`config.mk`:
```
export PLATFORM = sky130hd
export DESIGN_NAME = note_detector
export DESIGN_NICKNAME = d
export VERILOG_FILES = /design/src/rtl/note_detector.sv
export SDC_FILE = /design/constraint.sdc
export NUM_CORES = 1
export LEC_CHECK = 0
export BUFFER_PORTS_ARGS = -buffer_cell sky130_fd_sc_hd__buf_2
export CAP_MARGIN = 20
export CORE_ASPECT_RATIO = 1.2
export CORE_MARGIN = 8
export CORE_UTILIZATION = 37
export DETAILED_ROUTE_END_ITERATION = 12
export PLACE_DENSITY = 0.5
export SLEW_MARGIN = 20
export SYNTH_ARGS = -nofsm -noshare
export SYNTH_HDL_FRONTEND = slang
export SYNTH_SLANG_ARGS = --single-unit
export TNS_END_PERCENT = 10
```
`constraint.sdc`:
```
create_clock -name clk -period 3.79 [get_ports clk]
set_input_delay 0.379 -clock clk [delete_from_list [all_inputs] [get_ports clk]]
set_output_delay 0.379 -clock clk [all_outputs]
set_load 0.05 [all_outputs]
```
`src/rtl/note_detector.sv`:
```
// note_detector: measures the period of tone_i and classifies it against a fixed note table.
// Latency: outputs update 3 clk after the tone_i rising edge that completes a period (5 with glitch filter).
// Backpressure: none; free-running, results are presented as registered levels and a one-cycle pulse.
//
// Ports:
//   clk, rst_l      clock, asynchronous active-low reset
//   enable_i        low forces IDLE and clears all outputs (no change pulse)
//   tone_i          asynchronous square-wave tone input
//   note_idx_o      locked note index (table order)
//   note_valid_o    high while a note is locked
//   note_change_o   one-cycle pulse when the locked index/valid takes a new value
//   period_o        last measured period in clk cycles (T_OUT after a timeout)
//   led_o           note_idx_o+1 while valid, else 0
//
// Optional: define NOTE_DET_GLITCH_FILTER_EN to insert a 3-tap majority filter after the
// synchroniser; single-cycle glitches are rejected at the cost of 2 extra cycles of latency.
module note_detector #(
   parameter int unsigned CLK_REF               = 50_000_000,
   parameter int unsigned NOTE_MIN              = 21,
   parameter int unsigned NUM_NOTES             = 7,
   parameter int unsigned NOTE_TABLE [NUM_NOTES] = '{262, 294, 330, 349, 392, 440, 494},
   parameter int unsigned TOL_SHIFT             = 5,
   parameter int unsigned LOCK_CNT              = 4,
   parameter int unsigned IW                    = $clog2(NUM_NOTES),
   parameter int unsigned PW                    = $clog2(CLK_REF / NOTE_MIN) + 1
) (
   input  logic          clk,
   input  logic          rst_l,
   input  logic          enable_i,
   input  logic          tone_i,
   output logic [IW-1:0] note_idx_o,
   output logic          note_valid_o,
   output logic          note_change_o,
   output logic [PW-1:0] period_o,
   output logic [3:0]    led_o
);

   localparam int unsigned   T_OUT   = CLK_REF / NOTE_MIN;
   localparam logic [PW-1:0] T_OUT_P = PW'(T_OUT);
   localparam int unsigned   CW      = $clog2(LOCK_CNT + 1);
   localparam logic [CW-1:0] LOCK_P  = CW'(LOCK_CNT);

   typedef enum logic [1:0] {IDLE, ARM, TRACK} state_t;

   state_t          state;
   logic [PW-1:0]   cnt;
   logic [IW-1:0]   cand;
   logic [CW-1:0]   mcnt;
   logic [CW-1:0]   miss_cnt;

   // ------------------------------------------------------------------
   // Input synchroniser, optional majority filter, rising-edge detect
   // ------------------------------------------------------------------
   logic tone_s1, tone_s2, tone_f, tone_d, rise;

   always_ff @(posedge clk or negedge rst_l) begin
      if (!rst_l) begin
         tone_s1 <= 1'b0;
         tone_s2 <= 1'b0;
      end else begin
         tone_s1 <= tone_i;
         tone_s2 <= tone_s1;
      end
   end

`ifdef NOTE_DET_GLITCH_FILTER_EN
   logic [2:0] tone_sh;

   always_ff @(posedge clk or negedge rst_l) begin
      if (!rst_l) tone_sh <= 3'b000;
      else        tone_sh <= {tone_sh[1:0], tone_s2};
   end

   // Two of the last three samples must agree, so a lone 1-cycle blip never flips the output.
   assign tone_f = (tone_sh[0] & tone_sh[1]) | (tone_sh[0] & tone_sh[2]) | (tone_sh[1] & tone_sh[2]);
`else
   assign tone_f = tone_s2;
`endif

   always_ff @(posedge clk or negedge rst_l) begin
      if (!rst_l) tone_d <= 1'b0;
      else        tone_d <= tone_f;
   end

   assign rise = tone_f & ~tone_d;

   // ------------------------------------------------------------------
   // Period classification: window per note is [P_n - tol, P_n + tol],
   // all bounds fixed at elaboration.
   // ------------------------------------------------------------------
   logic [NUM_NOTES-1:0] hit;

   for (genvar g = 0; g < NUM_NOTES; g++) begin : g_note
      localparam int unsigned   PN  = CLK_REF / NOTE_TABLE[g];
      localparam int unsigned   TOL = PN >> TOL_SHIFT;
      localparam logic [PW-1:0] LO  = PW'(PN - TOL);
      localparam logic [PW-1:0] HI  = PW'(PN + TOL);
      assign hit[g] = (cnt >= LO) && (cnt <= HI);
   end

   logic          match_any;
   logic [IW-1:0] match_idx;

   // Lowest index wins where windows overlap: scan downwards so the last hit kept is the lowest.
   always_comb begin
      match_any = |hit;
      match_idx = '0;
      for (int i = NUM_NOTES - 1; i >= 0; i--) begin
         if (hit[i]) match_idx = IW'(i);
      end
   end

   // ------------------------------------------------------------------
   // Candidate / run-length bookkeeping for the period being completed
   // ------------------------------------------------------------------
   logic [IW-1:0] cand_nx;
   logic [CW-1:0] mcnt_nx, miss_nx;
   logic          do_lock, do_unlock;

   always_comb begin
      cand_nx = cand;
      mcnt_nx = mcnt;
      miss_nx = miss_cnt;
      if (match_any) begin
         miss_nx = '0;
         if (match_idx == cand) begin
            if (mcnt != LOCK_P) mcnt_nx = mcnt + CW'(1);
         end else begin
            cand_nx = match_idx;
            mcnt_nx = CW'(1);
         end
      end else begin
         mcnt_nx = '0;
         if (miss_cnt != LOCK_P) miss_nx = miss_cnt + CW'(1);
      end
      do_lock   = match_any && (mcnt_nx == LOCK_P) && (!note_valid_o || (cand_nx != note_idx_o));
      do_unlock = !match_any && (miss_nx == LOCK_P) && note_valid_o;
   end

   // ------------------------------------------------------------------
   // Main FSM with registered outputs. Rises are at least 2 cycles apart
   // and timeout cannot coincide with a rise-driven event, so the change
   // pulse can never repeat on back-to-back cycles.
   // ------------------------------------------------------------------
   always_ff @(posedge clk or negedge rst_l) begin
      if (!rst_l) begin
         state         <= IDLE;
         cnt           <= '0;
         cand          <= '0;
         mcnt          <= '0;
         miss_cnt      <= '0;
         note_idx_o    <= '0;
         note_valid_o  <= 1'b0;
         note_change_o <= 1'b0;
         period_o      <= '0;
         led_o         <= 4'd0;
      end else begin
         note_change_o <= 1'b0;
         if (!enable_i) begin
            state        <= IDLE;
            cnt          <= '0;
            cand         <= '0;
            mcnt         <= '0;
            miss_cnt     <= '0;
            note_idx_o   <= '0;
            note_valid_o <= 1'b0;
            period_o     <= '0;
            led_o        <= 4'd0;
         end else begin
            case (state)
               IDLE: begin
                  if (rise) begin
                     state <= ARM;
                     cnt   <= PW'(1);
                  end
               end
               ARM, TRACK: begin
                  // A rise in the same cycle as the timeout count is a valid period.
                  if (rise) begin
                     state    <= TRACK;
                     cnt      <= PW'(1);
                     period_o <= cnt;
                     cand     <= cand_nx;
                     mcnt     <= mcnt_nx;
                     miss_cnt <= miss_nx;
                     if (do_lock) begin
                        note_idx_o    <= cand_nx;
                        note_valid_o  <= 1'b1;
                        note_change_o <= 1'b1;
                        led_o         <= 4'(cand_nx) + 4'd1;
                     end else if (do_unlock) begin
                        note_valid_o  <= 1'b0;
                        note_change_o <= 1'b1;
                        led_o         <= 4'd0;
                     end
                  end else if (cnt == T_OUT_P) begin
                     // Silence: index is kept, only validity drops.
                     state         <= IDLE;
                     cnt           <= '0;
                     cand          <= '0;
                     mcnt          <= '0;
                     miss_cnt      <= '0;
                     note_valid_o  <= 1'b0;
                     note_change_o <= note_valid_o;
                     period_o      <= T_OUT_P;
                     led_o         <= 4'd0;
                  end else begin
                     cnt <= cnt + PW'(1);
                  end
               end
               default: state <= IDLE;
            endcase
         end
      end
   end

endmodule

```
=== Yosys cells after proc, flatten, opt, wreduce, memory -nomap -nowiden ===
Cells that the tools add are included.
W data, S select, Z words.

* $add $sub $neg: 4
* Multiply operators: 0
* Div/mod/pow operators: 0
* $lt $le $gt $ge: 14
* Equality and inequality tests: 17
* Shift operators: 0
* Muxes and demuxes: 60
* Bitwise gates (word level): 2
* Reductions and logical operators: 22

{| class="wikitable"
|+ Operators with widths
! kind !! count
|-
| $mux W23 || 8
|-
| $le A23 B18 Y1 const B || 5
|-
| $ge A23 B18 Y1 const B || 4
|-
| $mux W3 || 28
|-
| $ge A23 B17 Y1 const B || 3
|-
| $le A23 B17 Y1 const B || 2
|-
| $pmux W23 S2 || 1
|-
| $mux W4 || 6
|-
| $add A23 B1 Y23 const B || 1
|-
| $eq A23 B22 Y1 const B || 1
|-
| $mux W1 || 12
|-
| $logic_and A1 B1 Y1 || 11
|-
| $ne A3 B3 Y1 const B || 3
|-
| $mux W2 || 4
|-
| $reduce_or A7 Y1 || 1
|-
| $add A3 B1 Y3 const B || 2
|-
| $eq A3 B3 Y1 const B || 2
|-
| $ne A2 B1 Y1 const B || 3
|-
| $ne A3 B1 Y1 const B || 2
|-
| $reduce_and A2 Y1 || 3
|-
| $reduce_and A3 Y1 || 2
|-
| $add A3 B1 Y4 const B || 1
|-
| $ne A4 B2 Y1 const B || 1
|-
| $ne A4 B4 Y1 const B || 1
|-
| 11 further kinds || 12
|}

* Register bits: 69
* Latch bits: 0
* Bits in writable memories: 0
* Bits in read-only memories: 0
* Bits of input ports: 4
* Output and inout bits: 32
* Logic and storage cells: 132
* Memories kept: 0

=== Logic depth before layout (Yosys ltp) ===
Gate-level depths: netlist of run 1.

* Depth after elaboration: 19
* Mapped depth: 14

=== Least setup slack after synthesis of run 1 ===
No wires, ideal clock.

* Path kind: register to register
* Start: register cnt[11]
* End: register led_o[0]
* Arrival time: 3044 ps
* Required time: 3667 ps
* Setup slack: 623 ps
* Stages on the path, launching flop included: 12
* Buffers on the path: 1
* Period minus slack after synthesis: 3167 ps
* Path through: dfrtp_1 buf_6 or4b_4 o41ai_2 a21boi_1 or3_4 nand3_1 o211a_1 mux2_2 o311ai_4 nor2_1 o2bb2ai_1

* Longest elaborated chain between the ends: 19
* Elaborated cells between the ends (all ways): 53

{| class="wikitable"
|+ RTL lines
! what !! line !! source
|-
| start: declaration || 46 || <nowiki>logic [PW-1:0] cnt;</nowiki>
|-
| start signal: assignment || 208 || <nowiki>cnt <= cnt + PW'(1);</nowiki>
|-
| parallel branches: the longest is 19 deep, another holds $ge A23 B17 Y1 || -- ||
|-
| end signal: assignment || 190 || <nowiki>led_o <= 4'(cand_nx) + 4'd1;</nowiki>
|-
| end: declaration || 35 || <nowiki>output logic [3:0] led_o</nowiki>
|}

Parallel ways; which one is timed is not known. The select of a mux whose other input is x is not followed.
A chain may end at the register's enable or synchronous reset.

=== Worst setup path in the final report of run 1 ===
* Start: register cnt[5]
* End: register note_valid_o

* Longest elaborated chain between the ends: 19
* Elaborated cells between the ends (all ways): 52

{| class="wikitable"
|+ RTL lines
! what !! line !! source
|-
| $ge A23 B17 Y1 or $le A23 B17 Y1 (tied branches) || 98 || <nowiki>assign hit[g] = (cnt >= LO) && (cnt <= HI);</nowiki>
|-
| $logic_and A1 B1 Y1 || 98 ||
|-
| $mux W3 (7 in a row) || 109 || <nowiki>if (hit[i]) match_idx = IW'(i);</nowiki>
|-
| $eq A3 B3 Y1 || 126 || <nowiki>if (match_idx == cand) begin</nowiki>
|-
| $mux W3 || 126 ||
|-
| $mux W3 || 124 || <nowiki>if (match_any) begin</nowiki>
|-
| $eq A3 B3 Y1 or $ne A3 B3 Y1 (tied branches) || 136 || <nowiki>do_lock = match_any && (mcnt_nx == LOCK_P) && (!note_valid_o || (cand_nx != note_idx_o));</nowiki>
|-
| $logic_and A1 B1 Y1 or $logic_or A1 B1 Y1 (tied branches) || 136 ||
|-
| $logic_and A1 B1 Y1 || 136 ||
|-
| $mux W1 || 186 || <nowiki>if (do_lock) begin</nowiki>
|-
| $mux W1 || 179 || <nowiki>if (rise) begin</nowiki>
|-
| $mux W1 || 170 || <nowiki>case (state)</nowiki>
|-
| $mux W1 || 159 || <nowiki>if (!enable_i) begin</nowiki>
|-
| end signal: assignment || 166 || <nowiki>note_valid_o <= 1'b0;</nowiki>
|-
| end signal: assignment || 188 || <nowiki>note_valid_o <= 1'b1;</nowiki>
|-
| end signal: assignment || 192 || <nowiki>note_valid_o <= 1'b0;</nowiki>
|-
| end: declaration || 32 || <nowiki>output logic note_valid_o,</nowiki>
|}

Parallel ways exist; a longest one is shown, timed or not. The select of a mux whose other input is x is not followed.

==> results_dict.tcl, run 1 <==
set metrics [dict create \
    initialDrtViolationCount 386 \
    cp.arrival_ps 3770 \
    synth_common_cells "69 x dfrtp_1, 58 x nand2_1, 50 x o21ai_0, 34 x clkbuf_1, 26 x nor2_1" \
    synth_most_common_cell "dfrtp_1" \
    dpl_cell_area_um2 5196 \
    grt_pass1_wl_um 25240 \
    finalCritPeriodShare_pct 93.14 \
    path_clk_slew_ps 60 \
    drv_cap 0 \
    grt_usage_pct 19.05 \
    avgSynthCellArea_um2 8.601 \
    fp.dieH_um 139.6 \
    leakage_uw 0.002410 \
    post_cts_buffers 0 \
    setup_violations 0 \
    rows 45 \
    layout-drive-gt1-share_pct 19.02 \
    fin_skew_ps 7.433 \
    crit_required_ps 4030 \
    hpwlAfterDp_um 11560 \
    worst_pin_slew_ps 888.0 \
    wl_per_cell_um 20.79 \
    crit_type "reg -> reg" \
    path_max_fanout 9 \
    hold_ws_ps 161.1 \
    syn-cell-area_um2 4713 \
    totalWireLength_um 15660 \
    vias 4567 \
    status "finished, final reports clean" \
    antenna_found_initial 0 \
    drc 0 \
    ff2ff_path_depth 11 \
    clock_path_buffers 2 \
    irDropWorstVdd_v 0.0001704 \
    cts_resized 0 \
    grt_max_degree 70 \
    synthFlopType "dfrtp_1" \
    root_buffer "clkbuf_16" \
    powerDensity_nw_per_um2 329.1 \
    diodes 0 \
    cts_buffers 9 \
    pre_cts_slack_ps 322.3 \
    clock_latency_ps 330 \
    fmax_mhz 283.3 \
    synthArstFlopShare_pct 100.0 \
    port_buffers 35 \
    synth-seq-area-share_pct 36.63 \
    finalMaxSlewViolations 0 \
    stdcell_area_um2 5519 \
    hold_path_class "in -> reg" \
    syn_inst 548 \
    start_util_pct 37.54 \
    cts_tree "built" \
    core_um2 12560 \
    finalHoldViolCount 0 \
    setup_ws_ps 259.9 \
    rsz0062_at_grt "false" \
    clkSinkCount 69 \
    power_uw 1816 \
    yosysTopAreaCell "dfrtp_1" \
    ys_warn_count 0 \
    place_congestion 0.9072 \
    crit_path_start_kind "register" \
    firstDrtPassIters 7 \
    htreeDepth 3 \
    syn-num-nets 562 \
    fin_nets 598 \
    finalSetupTns_ps 0 \
    drt.antenna.violating_nets 0 \
    synthTopCellsByArea "dfrtp_1 37%, o21ai_0 5.3%, nand2_1 4.6%" \
    grt_pass1_vias 4501 \
    syn_to_final_growth_pct 17.10 \
    endpoint_kind "register" \
    fp.dieW_um 119.0 \
    die-area_um2 16620 \
    fin_crit_ps 3530 \
    yosysTopAreaCellShare_pct 36.63 \
    maxSlewHeadroom_pct 40.80 \
    vias_per_cell 6.065 \
    synth_cell_types 79 \
    io_pins 36 \
    ys_seq_elements 69 \
    whs_path_depth 1 \
    synth-edff-count 0 \
    overflow 0 \
    cts_hold_buffers 0 \
]
-- cell usage in the layout, fill, tap and decap left out, types with 17 or more instances in the layout --
| master | netlist | final |
|---|---|---|
| a21oi_1 | 23 | 23 |
| buf_2 | 14 | 34 |
| buf_4 | 0 | 40 |
| dfrtp_1 | 69 | 69 |
| inv_1 | 17 | 17 |
| nand2_1 | 58 | 58 |
| nand2b_1 | 23 | 23 |
| nand3_1 | 17 | 17 |
| nor2_1 | 26 | 26 |
| o21ai_0 | 50 | 50 |
-- cell families (layout without fill, tap and decap cells) --
group,count (synthesis),count (layout),synth area share (%)
AND/OR/NAND/NOR,223,223,26.68
AO/OA/AOI/OAI,170,170,26.20
flip-flops,69,69,36.63
buffers and inverters,67,108,5.867
adder cells (fa/ha/maj),10,10,2.655
XOR/XNOR,5,5,1.089
multiplexers,4,4,0.8760
-- power breakdown --
| group | internal [uW] | switching [uW] |
|---|---|---|
| registers | 747 | 10.8 |
| logic | 42.3 | 110 |
| clock network | 576 | 330 |
| total | 1370 | 451 |
-- stage by stage --
stage          cells  util (%)
6_report         753     43.96
5_1_grt          753     43.96
4_1_cts          753     43.91
3_5_place_dp     737     41.39
3_3_place_gp     737     41.39
2_1_floorplan    548         -
-- final cells by class --
cell class / instances / area, um^2
Sequential cell: 69 / 1727
Timing Repair Buffer: 75 / 490.5
Clock buffer: 10 / 229.0
Multi-Input combinational cell: 412 / 2716
Tap cell: 164 / 205.2
Fill cell: 1258 / 7037
Inverter: 17 / 63.81
Clock inverter: 6 / 87.58
-- critical path, cell delays in order, from the launching register on --
cell	delay, ps
dfrtp_1	470
buf_4	210
nand2b_1	150
or4_1	450
o31a_1	360
or3_4	350
nand3_1	120
o211a_1	240
mux2_2	390
o311ai_4	370
a31oi_4	170
o22ai_1	160
-- layer usage --
metal	routed length (um)	track usage, %
met5	0	0
met1	6586	22.82
met3	829	4.047
met2	7758	32.21
met4	482	8.072
-- registers in the layout (all words and copies together) (netlist names) --
register and flops:
tone_d 1, miss_cnt 3, note_change_o 1, note_valid_o 1
note_idx_o 3, cnt 23, tone_f 1, cand 3
period_o 23, tone_s1 1, mcnt 3, led_o 4
state 2
-- worst paths after layout --
kind,start,slack (ps),endpoint
max,cnt[5]$_DFFE_PN0P_,260,note_valid_o$_DFFE_PN0P_
min,tone_i,160,tone_s1$_DFF_PN0_
max reg2reg,cnt[5]$_DFFE_PN0P_,260,note_valid_o$_DFFE_PN0P_
min reg2reg,tone_s1$_DFF_PN0_,360,tone_f$_DFF_PN0_
max in group asynchronous,rst_l,3040,cnt[5]$_DFFE_PN0P_
min in group asynchronous,rst_l,170,miss_cnt[0]$_DFFE_PN0P_
Power figures use the tool's default switching activity.
==> run 2, diff against run 1 <==
--- a/config.mk
+++ b/config.mk
@@ -9,9 +9,9 @@
 export CAP_MARGIN = 20
 export CORE_ASPECT_RATIO = 1.2
 export CORE_MARGIN = 8
-export CORE_UTILIZATION = 37
+export CORE_UTILIZATION = 60
 export DETAILED_ROUTE_END_ITERATION = 12
-export PLACE_DENSITY = 0.5
+export PLACE_DENSITY = 0.76
 export SLEW_MARGIN = 20
 export SYNTH_ARGS = -nofsm -noshare
 export SYNTH_HDL_FRONTEND = slang
==> run 2 against run 1 <==
Worst setup slack improved by 3.2 ps. Register-to-register slack is essentially flat. Clock-buffer cell count up 1. Largest cell class unchanged. Critical path depth is 1 lower. Combinational power is essentially flat. Largest power group is now sequential cells. Sequential share of layout area up 1.9 points. Hold slack got worse by 89 ps.
==> results_dict.tcl, run 2 (same netlist as run 1, synthesis figures left out) <==
set metrics [dict create \
    syn_to_final_growth_pct 10.54 \
    clock_path_buffers 2 \
    fin_nets 587 \
    cts_resized 0 \
    grt_max_degree 40 \
    pre_cts_slack_ps 362.9 \
    vias 4592 \
    ff2ff_path_depth 10 \
    grt_usage_pct 25.79 \
    place_congestion 1.014 \
    diodes 0 \
    nFillCells 665 \
    hpwlAfterDp_um 10250 \
    drt.antenna.violating_nets 0 \
    r2r_start "cnt[7]$_DFFE_PN0P_" \
    crit_type "reg -> reg" \
    root_buffer "clkbuf_8" \
    endpoint_kind "register" \
    crit_required_ps 4010 \
    io_pins 36 \
    finalCritPeriodShare_pct 93.06 \
    finalMaxSlewViolations 0 \
    cp.arrival_ps 3750 \
    critPathSlowestCell "dfrtp_1" \
    totalWireLength_um 14100 \
    path_cells "nor3_1 > o21ai_0 > a2111oi_0 > o2bb2ai_1 > o211ai_1 > xor2_1 > a211oi_2 > and4_1 > o31ai_1 > mux2i_1" \
    setup_ws_ps 263.1 \
    hold_ws_ps 72.10 \
    port_buffers 35 \
    setup_violations 0 \
    fin_crit_ps 3527 \
    rsz0062_at_grt "false" \
    die-area_um2 10960 \
    wl_per_cell_um 21.04 \
    drc 0 \
    firstDrtPassIters 8 \
    timing.rr.end "note_idx_o[2]$_DFFE_PN0P_" \
    fp.dieW_um 96.91 \
    top_regs "cnt x23, period_o x23, led_o x4" \
    rows 35 \
    finalHoldViolCount 0 \
    status "finished, final reports clean" \
    powerDensity_nw_per_um2 293.1 \
    vias_per_cell 6.854 \
    hold_path_class "in -> async" \
    path_clk_slew_ps 80 \
    antenna_found_initial 0 \
    core_um2 7664 \
    cts_buffers 9 \
    start_util_pct 61.50 \
    irDropWorstVdd_v 0.0001985 \
    power_uw 1527 \
    clock_latency_ps 350 \
    cts_hold_buffers 0 \
    rrSetupSlack_ps 260 \
    crit_path_start_kind "register" \
    initialDrtViolationCount 446 \
    fp.dieH_um 113.1 \
    overflow 0 \
    cp_slowest_stage_delay_ps 580 \
    crit_family "compound AO/OA/AOI/OAI gates" \
    finalSetupTns_ps 0 \
    fmax_mhz 283.5 \
    crit_buf_inv 0 \
    grt_pass1_wl_um 23000 \
    final_common_cell "dfrtp_1" \
    post_cts_buffers 0 \
    leakage_uw 0.002287 \
    worst_pin_slew_ps 855.9 \
    htreeDepth 3 \
    cts_tree "built" \
    drv_cap 0 \
    maxSlewHeadroom_pct 42.73 \
    grt_pass1_vias 4347 \
    fin_skew_ps 8.704 \
    path_max_fanout 18 \
    mostFrequentLayoutCells "69 x dfrtp_1, 58 x nand2_1, 50 x o21ai_0, 35 x buf_2, 29 x buf_4" \
    layout-drive-gt1-share_pct 17.30 \
    clkSinkCount 69 \
]
run 2: how the worst max path moves through the flow:
stage	slack, ps	end	cells after the start	from
2_1_floorplan	620	led_o[0]$_DFFE_PN0P_	11	cnt[11]$_DFFE_PN0P_
3_3_place_gp	450	note_valid_o$_DFFE_PN0P_	11	cnt[7]$_DFFE_PN0P_
3_5_place_dp	360	note_idx_o[1]$_DFFE_PN0P_	10	cnt[7]$_DFFE_PN0P_
4_1_cts	320	note_idx_o[1]$_DFFE_PN0P_	10	cnt[7]$_DFFE_PN0P_
5_1_grt	0.3	led_o[2]$_DFFE_PN0P_	11	cnt[7]$_DFFE_PN0P_
6_report	260	note_idx_o[2]$_DFFE_PN0P_	10	cnt[7]$_DFFE_PN0P_
run 2: where the power goes:
part	internal (uW)	total [uW]	leakage, uW	switching (uW)
Sequential	746	754	0.000954	8.17
Combinational	42.3	152	0.00123	109
Clock	323	621	0.0000995	298
Total	1110	1530	0.00229	416
run 2: cell type report:
type | instances | area, um^2 | share of cell area (%)
clock inverters | 5 | 60.06 | 1.153
multi-input cells | 412 | 2710 | 52.02
flip-flops and latches | 69 | 1727 | 33.14
inverters | 17 | 63.81 | 1.225
well taps | 92 | 115.1 | 2.209
clock buffers | 11 | 141.4 | 2.714
repair buffers | 64 | 392.9 | 7.541
run 2: through the flow:
step | utilization, % | cells | instance area (um^2)
floorplan | - | 548 | 4713
global placement | 65.36 | 654 | 5009
detailed placement | 65.36 | 654 | 5009
CTS | 67.98 | 670 | 5210
global route | 67.98 | 670 | 5210
finish | 67.98 | 670 | 5210
run 2: per-layer routing:
layer / GRT usage, % / share of wire [%] / routed length [um] / vias to the layer above
met3: 4.814 / 7.2 / 1015 / 61
met1: 31.78 / 40 / 5679 / 2195
met2: 41.50 / 48 / 6740 / 236
li1: - / - / - / 2100
met4: 14.70 / 4.7 / 663 / 0
met5: 0 / 0 / 0 / -
